<file path="config.mk">
export PLATFORM = sky130hd
export DESIGN_NAME = clkswitch_multi
export DESIGN_NICKNAME = d
export VERILOG_FILES = /design/src/rtl/clkswitch_multi_pkg.sv /design/src/rtl/clkswitch_multi_div.sv /design/src/rtl/clkswitch_multi.sv
export SDC_FILE = /design/constraint.sdc
export NUM_CORES = 1
export LEC_CHECK = 0
export ABC_AREA = 1
export CAP_MARGIN = 10
export CORE_MARGIN = 5
export CORE_UTILIZATION = 38
export CTS_CLUSTER_SIZE = 25
export DETAILED_ROUTE_END_ITERATION = 8
export SETUP_SLACK_MARGIN = 0.15
export SLEW_MARGIN = 0
export SYNTH_ARGS = -nofsm -noshare
export SYNTH_HDL_FRONTEND = slang
export SYNTH_SLANG_ARGS = --single-unit
</file>
<file path="constraint.sdc">
create_clock -name hsclk_in -period 2.7 [get_ports hsclk_in]
set_input_delay 0.54 -clock hsclk_in [delete_from_list [all_inputs] [get_ports hsclk_in]]
set_output_delay 0.54 -clock hsclk_in [all_outputs]
set_load 0.05 [all_outputs]
</file>
<file path="src/rtl/clkswitch_multi_pkg.sv">
// Shared definitions for the glitch-free CPU clock selector: FSM state encodings
// and default parameter values.
package clkswitch_multi_pkg;

  localparam int CS_MAX_DIV      = 4;
  localparam int CS_DIV_W        = 2;
  localparam int CS_SYNC_STAGES  = 2;
  localparam int CS_DEL_PIPE_SZ  = 3;
  localparam int CS_DEL_W        = 2;

  typedef enum logic [1:0] {
    LS_RUN   = 2'b00,
    HS_ALIGN = 2'b01,
    HS_RUN   = 2'b10,
    LS_WAIT  = 2'b11
  } cs_state_t;

endpackage

</file>
<file path="src/rtl/clkswitch_multi_div.sv">
// Programmable hsclk divider: counter 0..N-1 with the ratio latched only at wrap,
// registered divided clock plus look-ahead strobes for the handover FSM.
module clkswitch_multi_div
  import clkswitch_multi_pkg::*;
#(
  parameter int MAX_DIV = CS_MAX_DIV,
  parameter int DIV_W   = CS_DIV_W
) (
  input  logic             i_clk,
  input  logic             i_rst,
  input  logic [DIV_W-1:0] i_div_sel,
  output logic             o_fast,
  output logic             o_fast_nxt,
  output logic             o_cnt_zero_nxt,
  output logic             o_rise_nxt
);

  localparam int RAT_W = $clog2(MAX_DIV + 1);

  function automatic logic [RAT_W-1:0] ratio_of(input logic [DIV_W-1:0] sel);
    int n;
    n = int'(sel) + 2;
    if (n > MAX_DIV) n = MAX_DIV;
    return RAT_W'(n);
  endfunction

  logic [RAT_W-1:0] r_cnt;
  logic [RAT_W-1:0] r_ratio;
  logic [RAT_W-1:0] w_cnt_nxt;
  logic [RAT_W-1:0] w_ratio_nxt;
  logic [RAT_W:0]   w_half;
  logic             w_wrap;

  // New ratio takes effect only with the next period, so no phase is ever cut short.
  always_comb begin
    w_wrap         = (r_cnt == r_ratio - 1'b1);
    w_cnt_nxt      = w_wrap ? '0 : r_cnt + 1'b1;
    w_ratio_nxt    = w_wrap ? ratio_of(i_div_sel) : r_ratio;
    w_half         = ({1'b0, w_ratio_nxt} + 1'b1) >> 1;
    o_fast_nxt     = ({1'b0, w_cnt_nxt} < w_half);
    o_cnt_zero_nxt = (w_cnt_nxt == '0);
    o_rise_nxt     = o_fast_nxt & ~o_fast;
  end

  always_ff @(posedge i_clk or posedge i_rst) begin
    if (i_rst) begin
      r_cnt   <= '0;
      r_ratio <= RAT_W'(2);
      o_fast  <= 1'b0;
    end else begin
      r_cnt   <= w_cnt_nxt;
      r_ratio <= w_ratio_nxt;
      o_fast  <= o_fast_nxt;
    end
  end

endmodule

</file>
<file path="src/rtl/clkswitch_multi.sv">
// Glitch-free CPU clock selector: switches clkout between a resynchronised, delayed
// host clock and a divided hsclk, always handing over while clkout is high (PHI2).
module clkswitch_multi
  import clkswitch_multi_pkg::*;
#(
  parameter int MAX_DIV     = CS_MAX_DIV,
  parameter int DIV_W       = CS_DIV_W,
  parameter int SYNC_STAGES = CS_SYNC_STAGES,
  parameter int DEL_PIPE_SZ = CS_DEL_PIPE_SZ,
  parameter int DEL_W       = CS_DEL_W
) (
  input  logic             hsclk_in,
  input  logic             rst,
  input  logic             lsclk_in,
  input  logic             hsclk_sel,
  input  logic [DIV_W-1:0] div_sel,
  input  logic [DEL_W-1:0] delay_sel,
  output logic             clkout,
  output logic             fast_clkout,
  output logic             hsclk_selected,
  output logic             lsclk_selected,
  output logic             switch_busy
);

  logic [SYNC_STAGES-1:0] r_sync;
  logic [DEL_PIPE_SZ-1:0] r_del;
  logic [DEL_PIPE_SZ:0]   w_taps;
  logic [DEL_W-1:0]       w_tap_idx;
  logic                   w_ls_del;
  logic                   r_ls_prev;
  cs_state_t              r_state;
  cs_state_t              w_state_nxt;
  logic                   w_clk_nxt;
  logic                   r_clkout;
  logic                   r_hs_sel;
  logic                   r_ls_sel;
  logic                   r_busy;
  logic                   w_fast;
  logic                   w_fast_nxt;
  logic                   w_cnt_zero_nxt;
  logic                   w_rise_nxt;

  clkswitch_multi_div #(
    .MAX_DIV (MAX_DIV),
    .DIV_W   (DIV_W)
  ) u_div (
    .i_clk          (hsclk_in),
    .i_rst          (rst),
    .i_div_sel      (div_sel),
    .o_fast         (w_fast),
    .o_fast_nxt     (w_fast_nxt),
    .o_cnt_zero_nxt (w_cnt_zero_nxt),
    .o_rise_nxt     (w_rise_nxt)
  );

  // Host clock path: synchroniser, then delay taps matching the motherboard skew.
  always_ff @(posedge hsclk_in or posedge rst) begin
    if (rst) begin
      r_sync    <= '0;
      r_del     <= '0;
      r_ls_prev <= 1'b0;
    end else begin
      r_sync[0] <= lsclk_in;
      for (int i = 1; i < SYNC_STAGES; i++) r_sync[i] <= r_sync[i-1];
      r_del[0] <= r_sync[SYNC_STAGES-1];
      for (int i = 1; i < DEL_PIPE_SZ; i++) r_del[i] <= r_del[i-1];
      r_ls_prev <= w_ls_del;
    end
  end

  always_comb begin
    w_taps    = {r_del, r_sync[SYNC_STAGES-1]};
    w_tap_idx = (int'(delay_sel) > DEL_PIPE_SZ) ? DEL_W'(DEL_PIPE_SZ) : delay_sel;
    w_ls_del  = w_taps[w_tap_idx];
  end

  // Both handover states park clkout high until the incoming source is also high.
  always_comb begin
    w_state_nxt = r_state;
    w_clk_nxt   = 1'b1;
    unique case (r_state)
      LS_RUN: begin
        w_clk_nxt = w_ls_del;
        if (hsclk_sel && w_ls_del && !r_ls_prev) w_state_nxt = HS_ALIGN;
      end
      HS_ALIGN: begin
        if (w_cnt_zero_nxt) w_state_nxt = HS_RUN;
      end
      HS_RUN: begin
        w_clk_nxt = w_fast_nxt;
        if (!hsclk_sel && w_rise_nxt) w_state_nxt = LS_WAIT;
      end
      LS_WAIT: begin
        if (w_ls_del) w_state_nxt = LS_RUN;
      end
      default: w_state_nxt = LS_RUN;
    endcase
  end

  always_ff @(posedge hsclk_in or posedge rst) begin
    if (rst) begin
      r_state  <= LS_RUN;
      r_clkout <= 1'b0;
      r_hs_sel <= 1'b0;
      r_ls_sel <= 1'b1;
      r_busy   <= 1'b0;
    end else begin
      r_state  <= w_state_nxt;
      r_clkout <= w_clk_nxt;
      r_hs_sel <= (w_state_nxt == HS_RUN);
      r_ls_sel <= (w_state_nxt == LS_RUN);
      r_busy   <= (w_state_nxt == HS_ALIGN) || (w_state_nxt == LS_WAIT);
    end
  end

  assign clkout         = r_clkout;
  assign fast_clkout    = w_fast;
  assign hsclk_selected = r_hs_sel;
  assign lsclk_selected = r_ls_sel;
  assign switch_busy    = r_busy;

endmodule

</file>
==> flow_summary_export.csv <==
group,metric,value,unit
final_layout,final_cell_area,1200,µm²
global_route,grt_max_degree,19,
clock_tree,clkSinkCount,18,
timing,drv_slew,0,
clock_tree,clk_latency,0.29,ns
logic_synthesis,syn-num-nets,110,
worst_setup_path,crit_start,"u_div.r_ratio[1]",
worst_setup_path,critical_path_class,"flop to flop",
floorplanning,dieArea,3420,µm²
worst_setup_path,critPathMaxFanout,3,
logic_synthesis,ys_seq_area_share,50.7,%
worst_setup_path,r2r_cells,19,
worst_setup_path,rr_startpoint,"u_div.r_ratio[1]",
worst_setup_path,worst_setup_path_end_kind,"flop",
worst_setup_path,critical-path-slowest-cell,"dfstp_2",
min_path,hold_path_end,"r_sync[1]",
clock_tree,root_buffer,"clkbuf_4",
worst_setup_path,r2r_slack,0.21,ns
floorplanning,die_x,58.5,µm
logic_synthesis,synthCells,97,
timing,fmax,402,MHz
logic_synthesis,synth_edf_count,0,
final_layout,area_delta_synth_final,34.2,%
worst_setup_path,cp_cell_sequence,"inv_2, ha_4, inv_2, nand2_1, nand2_1, nor2_2, nand2_4, nor2_4, nand2_1, o21ai_2, ha_2, xnor2_1, ha_1, nand2_1, inv_1, nand2_2, nand3_2, nand4_4, nor2_2",
worst_setup_path,critPathBufInv,3,
logic_synthesis,synth_ff_type,"dfrtp_1",
min_path,worstHoldPathCells,0,
global_route,antenna_found_initial,0,
final_layout,drive_gt1_share,33.3,%
timing,setup_tns,0,ns
logic_synthesis,synth_top_family_by_area,"simple AND/OR/NAND/NOR gates",
floorplanning,ios,13,
final_layout,num-nets-final,134,
global_route,grt_overflow_total,0,
timing,tightestPinTransition,0.675,ns
worst_setup_path,worst_path_dominant_cell_family,"simple AND/OR/NAND/NOR gates",
timing,finalCritPeriodShare,92.0,%
global_route,grt_usage,10.8,%
logic_synthesis,yosysTopAreaCellShare,44.8,%
logic_synthesis,avgSynthCellArea,9.21,µm²
place,dpl_cell_area,1060,µm²
worst_setup_path,crit_cells,19,
floorplanning,coreArea,2230,µm²
logic_synthesis,synth_compound_area_share,6.16,%
timing,skew,0.00379,ns
logic_synthesis,synth_area_leaders,"dfrtp_1 (45%), inv_1 (8.4%), nand2_1 (7.6%)",
logic_synthesis,muxShareOfSynthArea,0,%
run_status,outcome,"finished clean",
timing,final-setup-viol-count,0,
worst_setup_path,worst_ep_arrival_time,2.68,ns
detailed_routing,wire_per_inst,11.4,µm
timing,finalHoldViolCount,0,
detailed_routing,wl,1680,µm
worst_setup_path,required,2.90,ns
logic_synthesis,netlist_area,893,µm²
worst_setup_path,timing.rr.end,"hsclk_selected",
clock_tree,cts_max_level,1,
logic_synthesis,synth-adder-area-share,7.00,%
final_layout,final_util,53.7,%
worst_setup_path,crit_path_start_kind,"flop",
timing,fin_crit,2.49,ns
timing,grt_setup_unrepaired,"true",
floorplanning,rows,17,
job,cap_violations,0,
detailed_routing,dr.first_iter.drc_count,11,
detailed_routing,detail-route-antenna-nets,0,
detailed_routing,remaining_drc_errors,0,
floorplanning,die_h,58.5,µm
logic_synthesis,synth-seq-cells,18,
logic_synthesis,async_reset_ff_share,100,%
clock_tree,cts_tree,"done",
logic_synthesis,synth-simple-area-share,24.4,%
logic_synthesis,post-synth-top-count-cell,"inv_1",
floorplanning,start_util,40.0,%
logic_synthesis,synth_cell_type_count,22,
logic_synthesis,synthTopCellsByCount,"inv_1 (20), nand2_1 (18), dfrtp_1 (16)",
global_route,grt_pass1_wl,2780,µm
clock_tree,clkTransAtPathRegs,0.10,ns
min_path,hold_start,"r_sync[0]",
logic_synthesis,synth_xor_area_share,2.94,%
place,place.port_buffers,12,
worst_setup_path,path_common_cell,"nand2_1",
logic_synthesis,yosys.area.top_type,"dfrtp_1",
detailed_routing,routed_via_density,4.53,
timing,max_slew_margin,55.0,%
place,hpwl,1240,µm
min_path,hp-class,"flop to flop",
final_layout,diodes,0,
clock_tree,clockBufferDepth,2,
global_route,grt_pass1_vias,666,
detailed_routing,dr.pass1.iters,4,
logic_synthesis,yosys_warnings,0,
place,gp_congestion,0.747,
detailed_routing,dr_total_vias,670,
worst_setup_path,critPathMaxStageDelay,0.54,ns
clock_tree,cts-buffers-inserted,3,
-- logic make-up (layout without fill, tap and decap cells) --
family,Yosys count,count (layout)
AO/OA/AOI/OAI,9,9
XOR/XNOR,3,3
adder cells (fa/ha/maj),5,5
buffers and inverters,21,44
flip-flops,18,18
AND/OR/NAND/NOR,41,41
-- stage by stage --
step,hold WS [ns],setup slack (ns),cells
floorplan,0.331,0.229,97
CTS,0.363,0.177,146
global placement,0.334,0.0758,138
detailed placement,0.338,0.0373,138
finish,0.361,0.215,148
global route,0.383,0.0643,148
-- layout make-up --
cell class	count	area (µm²)
Multi-Input combinational cell	58	423
Tap cell	28	35.0
Sequential cell	18	453
Fill cell	208	1030
Clock buffer	4	36.3
Timing Repair Buffer	19	173
Inverter	21	78.8
-- routing by layer --
| layer | routed length [µm] | vias to the layer above | part of all wire, % | global-route usage [%] |
|---|---|---|---|---|
| li1 | - | 350 | - | - |
| met3 | 61 | 2 | 3.6 | 2.19 |
| met4 | 14 | 0 | 0.83 | 5.96 |
| met1 | 808 | 306 | 48 | 14.5 |
| met2 | 800 | 12 | 48 | 16.3 |
| met5 | 0 | - | 0 | 0 |
-- flip-flops by register name, summed over array words and instances (netlist names) --
register,cells
clkout,1
u_div.r_ratio,3
hsclk_selected,1
r_del,3
u_div.r_cnt,3
r_ls_prev,1
r_state,2
lsclk_selected,1
u_div.o_fast,1
r_sync,2
-- placed cells by master (no fill, tap or decap), types with 2 or more instances in the layout --
master	instances
dfstp_2	2
clkbuf_4	3
nand3_2	3
buf_4	7
nor2_1	4
ha_4	2
clkdlybuf4s50_1	12
nand2_2	5
nand3_1	4
inv_2	3
nand2_1	17
a21oi_2	2
o21ai_2	3
a21oi_1	2
dfrtp_1	16
xnor2_1	2
nor2_2	4
ha_1	2
inv_1	18
-- repair_timing --
action,CTS,global route
buffers inserted,4,2
gates resized for setup,7,7
pin swaps,3,11
setup endpoints to repair,5,5
hold buffers,0,0
-- worst max-delay path by stage --
stage	endpoint	slack, ns
after floorplan	hsclk_selected	0.23
after global placement	clkout	0.08
after detailed placement	hsclk_selected	0.04
after CTS	hsclk_selected	0.18
after global routing	hsclk_selected	0.06
final	hsclk_selected	0.21
Power is left out: the tool's default activity adds up to more than one toggle a clock period on the data nets, which glitch-free logic cannot reach.
